==> src/rtl/alu_seq.sv <==
// alu_seq: sequential ALU with a start/busy/done handshake.
//
// Handshake: an operation is accepted at a rising edge where start=1 and busy=0;
// opcode, A and B are captured at that edge. start while busy=1 is dropped
// (no queueing). done pulses for exactly one cycle when C/err carry a new
// result; busy is 0 in that cycle so the next op may be accepted back-to-back.
//
// Single-cycle ops register C/done/err at the accept edge. mul (radix-2 Booth,
// signed) iterates WORD times. div (restoring on magnitudes + sign fix) iterates
// WORD times and then spends one FIX cycle; divide-by-zero goes straight to FIX.
//
// Optional feature macro: ALU_SEQ_DIV_EN
//   defined   - divider datapath and the DIV/FIX states are built.
//   undefined - opcode 00100 completes in one cycle with C=0, err=1.
//
// Ports:
//   clk        rising-edge clock
//   clr        synchronous active-low reset
//   start      request, sampled only while busy=0
//   opcode[4:0] operation, sampled with start
//   A, B       WORD-bit operands, sampled with start
//   busy       operation in progress
//   done       one-cycle result pulse
//   err        divide-by-zero / unassigned or compiled-out opcode (valid with done)
//   C          2*WORD-bit result, held until the next done
//   dbg_state  current FSM state (IDLE=0, MUL=1, DIV=2, FIX=3)
module alu_seq #(
    parameter int WORD = 32,
    parameter int SHW  = $clog2(WORD)
) (
    input  logic              clk,
    input  logic              clr,
    input  logic              start,
    input  logic [4:0]        opcode,
    input  logic [WORD-1:0]   A,
    input  logic [WORD-1:0]   B,
    output logic              busy,
    output logic              done,
    output logic              err,
    output logic [2*WORD-1:0] C,
    output logic [1:0]        dbg_state
);

    typedef enum logic [1:0] {
        S_IDLE = 2'd0,
        S_MUL  = 2'd1,
        S_DIV  = 2'd2,
        S_FIX  = 2'd3
    } state_t;

    localparam logic [4:0] OP_NOP  = 5'd0,  OP_ADD  = 5'd1,  OP_SUB = 5'd2,
                           OP_MUL  = 5'd3,  OP_DIV  = 5'd4,  OP_SHR = 5'd5,
                           OP_SHL  = 5'd6,  OP_SHRA = 5'd7,  OP_ROR = 5'd8,
                           OP_ROL  = 5'd9,  OP_AND  = 5'd10, OP_OR  = 5'd11,
                           OP_NEG  = 5'd12, OP_XOR  = 5'd13, OP_NOR = 5'd14,
                           OP_NOT  = 5'd15;

    state_t            state_q, state_d;
    logic [SHW:0]      cnt_q, cnt_d;
    // acc: Booth partial product (sign-extended by one bit) / divider remainder.
    logic [WORD:0]     acc_q, acc_d;
    // q: multiplier being shifted out / dividend shifting into quotient.
    logic [WORD-1:0]   q_q, q_d;
    logic              q1_q, q1_d;
    // m: sign-extended multiplicand / divisor magnitude.
    logic [WORD:0]     m_q, m_d;
    logic [2*WORD-1:0] c_q, c_d;
    logic              done_q, done_d;
    logic              busy_q, busy_d;
    logic              err_q, err_d;
    logic [WORD:0]     booth_sum;

    logic [SHW-1:0]    sh;
    logic [WORD:0]     add_w, sub_w;
    logic [WORD-1:0]   ror_res, rol_res, shra_res;

    assign sh       = B[SHW-1:0];
    assign add_w    = {1'b0, A} + {1'b0, B};
    // Top bit of the difference is the unsigned borrow (A < B).
    assign sub_w    = {1'b0, A} - {1'b0, B};
    assign ror_res  = WORD'({A, A} >> sh);
    assign rol_res  = WORD'(({A, A} << sh) >> WORD);
    assign shra_res = $unsigned($signed(A) >>> sh);

`ifdef ALU_SEQ_DIV_EN
    logic            sq_q, sq_d;   // quotient negative
    logic            sr_q, sr_d;   // remainder negative (follows dividend)
    logic            dz_q, dz_d;   // divide by zero
    logic [WORD-1:0] amag, bmag;
    logic [WORD:0]   rshift, rdiff;

    assign amag   = A[WORD-1] ? -A : A;
    assign bmag   = B[WORD-1] ? -B : B;
    assign rshift = {acc_q[WORD-1:0], q_q[WORD-1]};
    assign rdiff  = rshift - m_q;
`endif

    always_comb begin
        state_d   = state_q;
        cnt_d     = cnt_q;
        acc_d     = acc_q;
        q_d       = q_q;
        q1_d      = q1_q;
        m_d       = m_q;
        c_d       = c_q;
        done_d    = 1'b0;
        busy_d    = busy_q;
        err_d     = err_q;
        booth_sum = acc_q;
`ifdef ALU_SEQ_DIV_EN
        sq_d      = sq_q;
        sr_d      = sr_q;
        dz_d      = dz_q;
`endif
        case (state_q)
            S_IDLE: begin
                if (start) begin
                    // Single-cycle default: result now, high half zero.
                    done_d = 1'b1;
                    busy_d = 1'b0;
                    err_d  = 1'b0;
                    c_d    = {{WORD{1'b0}}, A};
                    case (opcode)
                        OP_NOP:  c_d = {{WORD{1'b0}}, A};
                        OP_ADD:  c_d = {{(WORD-1){1'b0}}, add_w};
                        OP_SUB:  c_d = {{(WORD-1){1'b0}}, sub_w};
                        OP_MUL: begin
                            done_d  = 1'b0;
                            busy_d  = 1'b1;
                            c_d     = c_q;
                            err_d   = err_q;
                            acc_d   = '0;
                            q_d     = A;
                            q1_d    = 1'b0;
                            m_d     = {B[WORD-1], B};
                            cnt_d   = (SHW+1)'(WORD);
                            state_d = S_MUL;
                        end
`ifdef ALU_SEQ_DIV_EN
                        OP_DIV: begin
                            done_d = 1'b0;
                            busy_d = 1'b1;
                            c_d    = c_q;
                            err_d  = err_q;
                            if (B == '0) begin
                                // FIX then emits {A, all-ones} unchanged.
                                acc_d   = {1'b0, A};
                                q_d     = '1;
                                sq_d    = 1'b0;
                                sr_d    = 1'b0;
                                dz_d    = 1'b1;
                                state_d = S_FIX;
                            end else begin
                                acc_d   = '0;
                                q_d     = amag;
                                m_d     = {1'b0, bmag};
                                sq_d    = A[WORD-1] ^ B[WORD-1];
                                sr_d    = A[WORD-1];
                                dz_d    = 1'b0;
                                cnt_d   = (SHW+1)'(WORD);
                                state_d = S_DIV;
                            end
                        end
`else
                        OP_DIV: begin
                            c_d   = '0;
                            err_d = 1'b1;
                        end
`endif
                        OP_SHR:  c_d = {{WORD{1'b0}}, A >> sh};
                        OP_SHL:  c_d = {{WORD{1'b0}}, A << sh};
                        OP_SHRA: c_d = {{WORD{1'b0}}, shra_res};
                        OP_ROR:  c_d = {{WORD{1'b0}}, ror_res};
                        OP_ROL:  c_d = {{WORD{1'b0}}, rol_res};
                        OP_AND:  c_d = {{WORD{1'b0}}, A & B};
                        OP_OR:   c_d = {{WORD{1'b0}}, A | B};
                        OP_NEG:  c_d = {{WORD{1'b0}}, -A};
                        OP_XOR:  c_d = {{WORD{1'b0}}, A ^ B};
                        OP_NOR:  c_d = {{WORD{1'b0}}, ~(A | B)};
                        OP_NOT:  c_d = {{WORD{1'b0}}, ~A};
                        default: err_d = 1'b1;
                    endcase
                end
            end
            S_MUL: begin
                case ({q_q[0], q1_q})
                    2'b01:   booth_sum = acc_q + m_q;
                    2'b10:   booth_sum = acc_q - m_q;
                    default: booth_sum = acc_q;
                endcase
                // Arithmetic right shift of {acc, q, q1}.
                acc_d = {booth_sum[WORD], booth_sum[WORD:1]};
                q_d   = {booth_sum[0], q_q[WORD-1:1]};
                q1_d  = q_q[0];
                cnt_d = cnt_q - 1'b1;
                if (cnt_q == (SHW+1)'(1)) begin
                    state_d = S_IDLE;
                    done_d  = 1'b1;
                    busy_d  = 1'b0;
                    err_d   = 1'b0;
                    c_d     = {acc_d[WORD-1:0], q_d};
                end
            end
`ifdef ALU_SEQ_DIV_EN
            S_DIV: begin
                // Restoring step: keep the trial subtraction only if non-negative.
                if (!rdiff[WORD]) begin
                    acc_d = {1'b0, rdiff[WORD-1:0]};
                    q_d   = {q_q[WORD-2:0], 1'b1};
                end else begin
                    acc_d = rshift;
                    q_d   = {q_q[WORD-2:0], 1'b0};
                end
                cnt_d = cnt_q - 1'b1;
                if (cnt_q == (SHW+1)'(1)) begin
                    state_d = S_FIX;
                end
            end
            S_FIX: begin
                state_d = S_IDLE;
                done_d  = 1'b1;
                busy_d  = 1'b0;
                err_d   = dz_q;
                c_d     = {sr_q ? -acc_q[WORD-1:0] : acc_q[WORD-1:0],
                           sq_q ? -q_q : q_q};
            end
`endif
            default: begin
                state_d = S_IDLE;
                busy_d  = 1'b0;
            end
        endcase
    end

    always_ff @(posedge clk) begin
        if (!clr) begin
            state_q <= S_IDLE;
            cnt_q   <= '0;
            acc_q   <= '0;
            q_q     <= '0;
            q1_q    <= 1'b0;
            m_q     <= '0;
            c_q     <= '0;
            done_q  <= 1'b0;
            busy_q  <= 1'b0;
            err_q   <= 1'b0;
`ifdef ALU_SEQ_DIV_EN
            sq_q    <= 1'b0;
            sr_q    <= 1'b0;
            dz_q    <= 1'b0;
`endif
        end else begin
            state_q <= state_d;
            cnt_q   <= cnt_d;
            acc_q   <= acc_d;
            q_q     <= q_d;
            q1_q    <= q1_d;
            m_q     <= m_d;
            c_q     <= c_d;
            done_q  <= done_d;
            busy_q  <= busy_d;
            err_q   <= err_d;
`ifdef ALU_SEQ_DIV_EN
            sq_q    <= sq_d;
            sr_q    <= sr_d;
            dz_q    <= dz_d;
`endif
        end
    end

    assign busy      = busy_q;
    assign done      = done_q;
    assign err       = err_q;
    assign C         = c_q;
    assign dbg_state = state_q;

endmodule

==> config.mk <==
export PLATFORM = sky130hd
export DESIGN_NAME = alu_seq
export DESIGN_NICKNAME = d
export VERILOG_FILES = /design/src/rtl/alu_seq.sv
export SDC_FILE = /design/constraint.sdc
export NUM_CORES = 1
export LEC_CHECK = 0
export ABC_AREA = 1
export CAP_MARGIN = 20
export CORE_MARGIN = 2
export CORE_UTILIZATION = 45
export DETAILED_ROUTE_END_ITERATION = 7
export HOLD_SLACK_MARGIN = 0.03
export PLACE_DENSITY = 0.68
export SYNTH_ARGS = -nofsm -noshare
export SYNTH_HDL_FRONTEND = slang
export SYNTH_SLANG_ARGS = --single-unit
==> constraint.sdc <==
create_clock -name clk -period 3.84 [get_ports clk]
set_clock_uncertainty 0.05 [all_clocks]
set_input_delay 0.768 -clock clk [delete_from_list [all_inputs] [get_ports clk]]
set_output_delay 0.768 -clock clk [all_outputs]
set_load 0.02 [all_outputs]
==> metrics.csv <==
metric,value,unit
status,completed,
area of the core,46560,µm²
RSZ-0062 raised after global routing,yes,
maximum vdd drop,0.0003529,V
CTS root buffer,clkbuf_16,
Initial Util,0.4551,
setup TNS,0,ns
sequential share of the synthesized area,0.1616,
register area,3430,µm²
antenna cells,0,
row count,79,
initial antenna violation count,8,
placed standard-cell area,25750,µm²
Final Net Count,4457,
Critical Path RT,4.11,ns
Filler cells,4725,
die width,221.0,µm
largest buffer count on any clock path,2,
die height,221.0,µm
GRT overflow,0,
measured slew at the worst slew-check pin,0.9785,ns
Mapped Cells,3860,
worst r2r dst,C[63]$_SDFFE_PN0P_,
fin crit share,0.9719,
Worst R2R Path Depth,25,
hpwl dp,90670,µm
Worst R2R Start,m_q[1]$_SDFFE_PN0P_,
number of synthesized register bits,171,
max_slew headroom,0.3477,
first-pass iteration count of the detailed router,8,
endpoints failing setup,0,
GRT Total Usage,0.4509,
layout cells sized above 1,0.1605,
number of global-route vias before repair,26030,
first-pass GRT wire length,166600,µm
Remaining DRCs,0,
fmax,267.9,MHz
number of CTS-inserted buffers,17,
Worst R2R Setup Slack,0.11,ns
DR WL/cell,23.67,µm
final instance area,27290,µm²
post-synthesis async set-or-reset flop share,0,
Critical Path Max Stage Delay,0.36,ns
pre-CTS setup slack,-0.6505,ns
Final ANT Viol Nets,0,
Initial DRC Count,4086,
overall routed net length,115200,µm
Mapped Nets,4069,
Leak Pwr,0.01317,µW
CTS tree,built,
utilization after layout,0.5863,
Setup crit end kind,register,
distinct cell type count after synthesis,56,
Max-Cap Viols,0,
hold_buf cts,0,
die area,48830,µm²
post-synth design cell area,21190,µm²
"Hold Violations, Final",0,
Ys Warns,0,
I/O Pins,141,
Port Buffers,139,
clock sink count,171,
Post-synth top flop,dfxtp_1,
GP Congestion,1.097,
largest net degree at the start of global routing,101,
Post-Syn Area per Cell,5.489,µm²
Post-synth EDFFs,0,
Max Fanout on Critical Path,3,
Critical Path End,C[63]$_SDFFE_PN0P_,
H-Tree Depth,4,
"CTS clk-pin slew, worst paths",0.08,ns
Critical Path AT,4.00,ns
startpoint types,register,
Crit. Startpoint,m_q[1]$_SDFFE_PN0P_,
Worst Hold Class,register to register,
fin worst setup slack,0.1079,ns
CP max-delay cell,ha_1,
Vias per Instance,5.962,
area of the multi-input gates,16350,µm²
vias,29020,
Final Slew Violations,0,
area grow syn2layout,28.83,%
CP Class,register to register,
power density cells,262.9,nW/µm²
fin crit period,3.732,ns
worst skew pair latency,0.47,ns
[kinds of logic (layout without fill, tap and decap cells)]
group	count (synthesis)	after routing	synth area share
compound gates	761	761	0.1910
mux	1	1	0.0004725
xor+xnor	73	73	0.03018
simple gates	2150	2150	0.4292
flops	171	171	0.1616
buf+inv	566	967	0.1058
fa+ha+maj	137	137	0.08162
other cells	1	1	0.0001770
[layout make-up]
type,instances,area share
clock buffer,17,0.01559
clock inverter,15,0.006876
inverter,367,0.05061
multi-input combinational,3123,0.5989
sequential,171,0.1257
tap,607,0.02783
timing repair buffer,568,0.1746
[cell usage in the layout (no fill, tap or decap), types with 13 or more instances in the layout]
cell and instances:
nand2_1 1060, buf_4 413, nor3_1 22, nand2_2 24, xor2_1 57, o21ai_0 275
a21oi_2 34, ha_1 125, inv_2 28, clkdlybuf4s50_1 133, clkbuf_16 17, o211ai_1 27
nand4_1 64, nor2_2 31, a31oi_1 13, nor2_1 373, o21ai_1 29, nand3_1 500
dfxtp_1 168, a21oi_1 314, nand3_2 22, inv_1 333, buf_12 14
[Yosys cell counts (6+ instances only)]
cell type | instances | share of area
ha_1 | 135 | 0.080
nor3_1 | 29 | 0.0069
o21a_1 | 11 | 0.0039
nor2_1 | 405 | 0.072
a21oi_1 | 347 | 0.082
buf_2 | 59 | 0.014
clkbuf_1 | 104 | 0.018
nor4_1 | 6 | 0.0018
buf_1 | 29 | 0.0051
o21bai_1 | 13 | 0.0046
nand2_1 | 1081 | 0.19
inv_1 | 348 | 0.062
nand3_1 | 522 | 0.12
xor2_1 | 60 | 0.025
dfxtp_1 | 171 | 0.16
o21ai_0 | 304 | 0.072
a31oi_1 | 21 | 0.0062
xnor2_1 | 13 | 0.0054
inv_2 | 14 | 0.0025
or2_2 | 9 | 0.0027
o21ai_1 | 7 | 0.0017
o211ai_1 | 27 | 0.0096
nor2_2 | 9 | 0.0027
nand3b_1 | 7 | 0.0025
a211oi_1 | 9 | 0.0032
nand4_1 | 64 | 0.019
[worst min-delay path by stage]
stage	startpoint	end	slack, ns	cells past startpoint
2_1_floorplan	cnt_q[4]$_SDFFE_PN0P_	cnt_q[4]$_SDFFE_PN0P_	0.39	2
3_3_place_gp	q_q[21]$_SDFFE_PN0P_	q_q[21]$_SDFFE_PN0P_	0.40	2
3_5_place_dp	q_q[25]$_SDFFE_PN0P_	q_q[25]$_SDFFE_PN0P_	0.40	2
4_1_cts	q_q[25]$_SDFFE_PN0P_	q_q[25]$_SDFFE_PN0P_	0.42	2
5_1_grt	cnt_q[4]$_SDFFE_PN0P_	cnt_q[4]$_SDFFE_PN0P_	0.43	2
6_report	cnt_q[4]$_SDFFE_PN0P_	cnt_q[4]$_SDFFE_PN0P_	0.42	2
[timing repair]
action | in CTS | in global routing
buffers inserted | 0 | 16
pin swaps | 0 | 81
setup endpoints to repair | 7 | 58
resized for setup | 6 | 211
[where the power goes]
part	switching [µW]	internal [µW]
Sequential	57.3	1830
Combinational	2220	1240
Clock	937	892
Total	3210	3960
[worst max-delay path, delay by kind of cell (launching register included)]
kind            cells  cell delay, ns
compound gates      3            0.36
xor+xnor            1            0.10
fa+ha+maj           2            0.50
simple gates       15            1.88
flops               1            0.34
buf+inv             4            0.36
[flip-flops by register name, summed over array words and instances, names as in the netlist, 6 cells and up]
name,count
C,64
m_q,32
cnt_q,6
acc_q,32
q_q,32
[stage by stage]
step / instances / hold slack [ns] / power (µW)
after detailed placement: 4821 / 0.4038 / 5037
after floorplan: 3860 / 0.3875 / 3615
after global placement: 4821 / 0.4005 / 5034
after global routing: 4868 / 0.4314 / 7473
final: 4868 / 0.4154 / 7174
after CTS: 4853 / 0.4153 / 6849
[per-layer routing]
layer / vias to the layer above / part of all wire / track usage
li1: 13550 / - / -
met1: 13160 / 0.39 / 0.5963
met2: 1925 / 0.41 / 0.6665
met3: 378 / 0.12 / 0.1030
met4: 10 / 0.073 / 0.2693
met5: - / 0.00058 / 0
No activity file was read; power rests on OpenSTA's default activity.
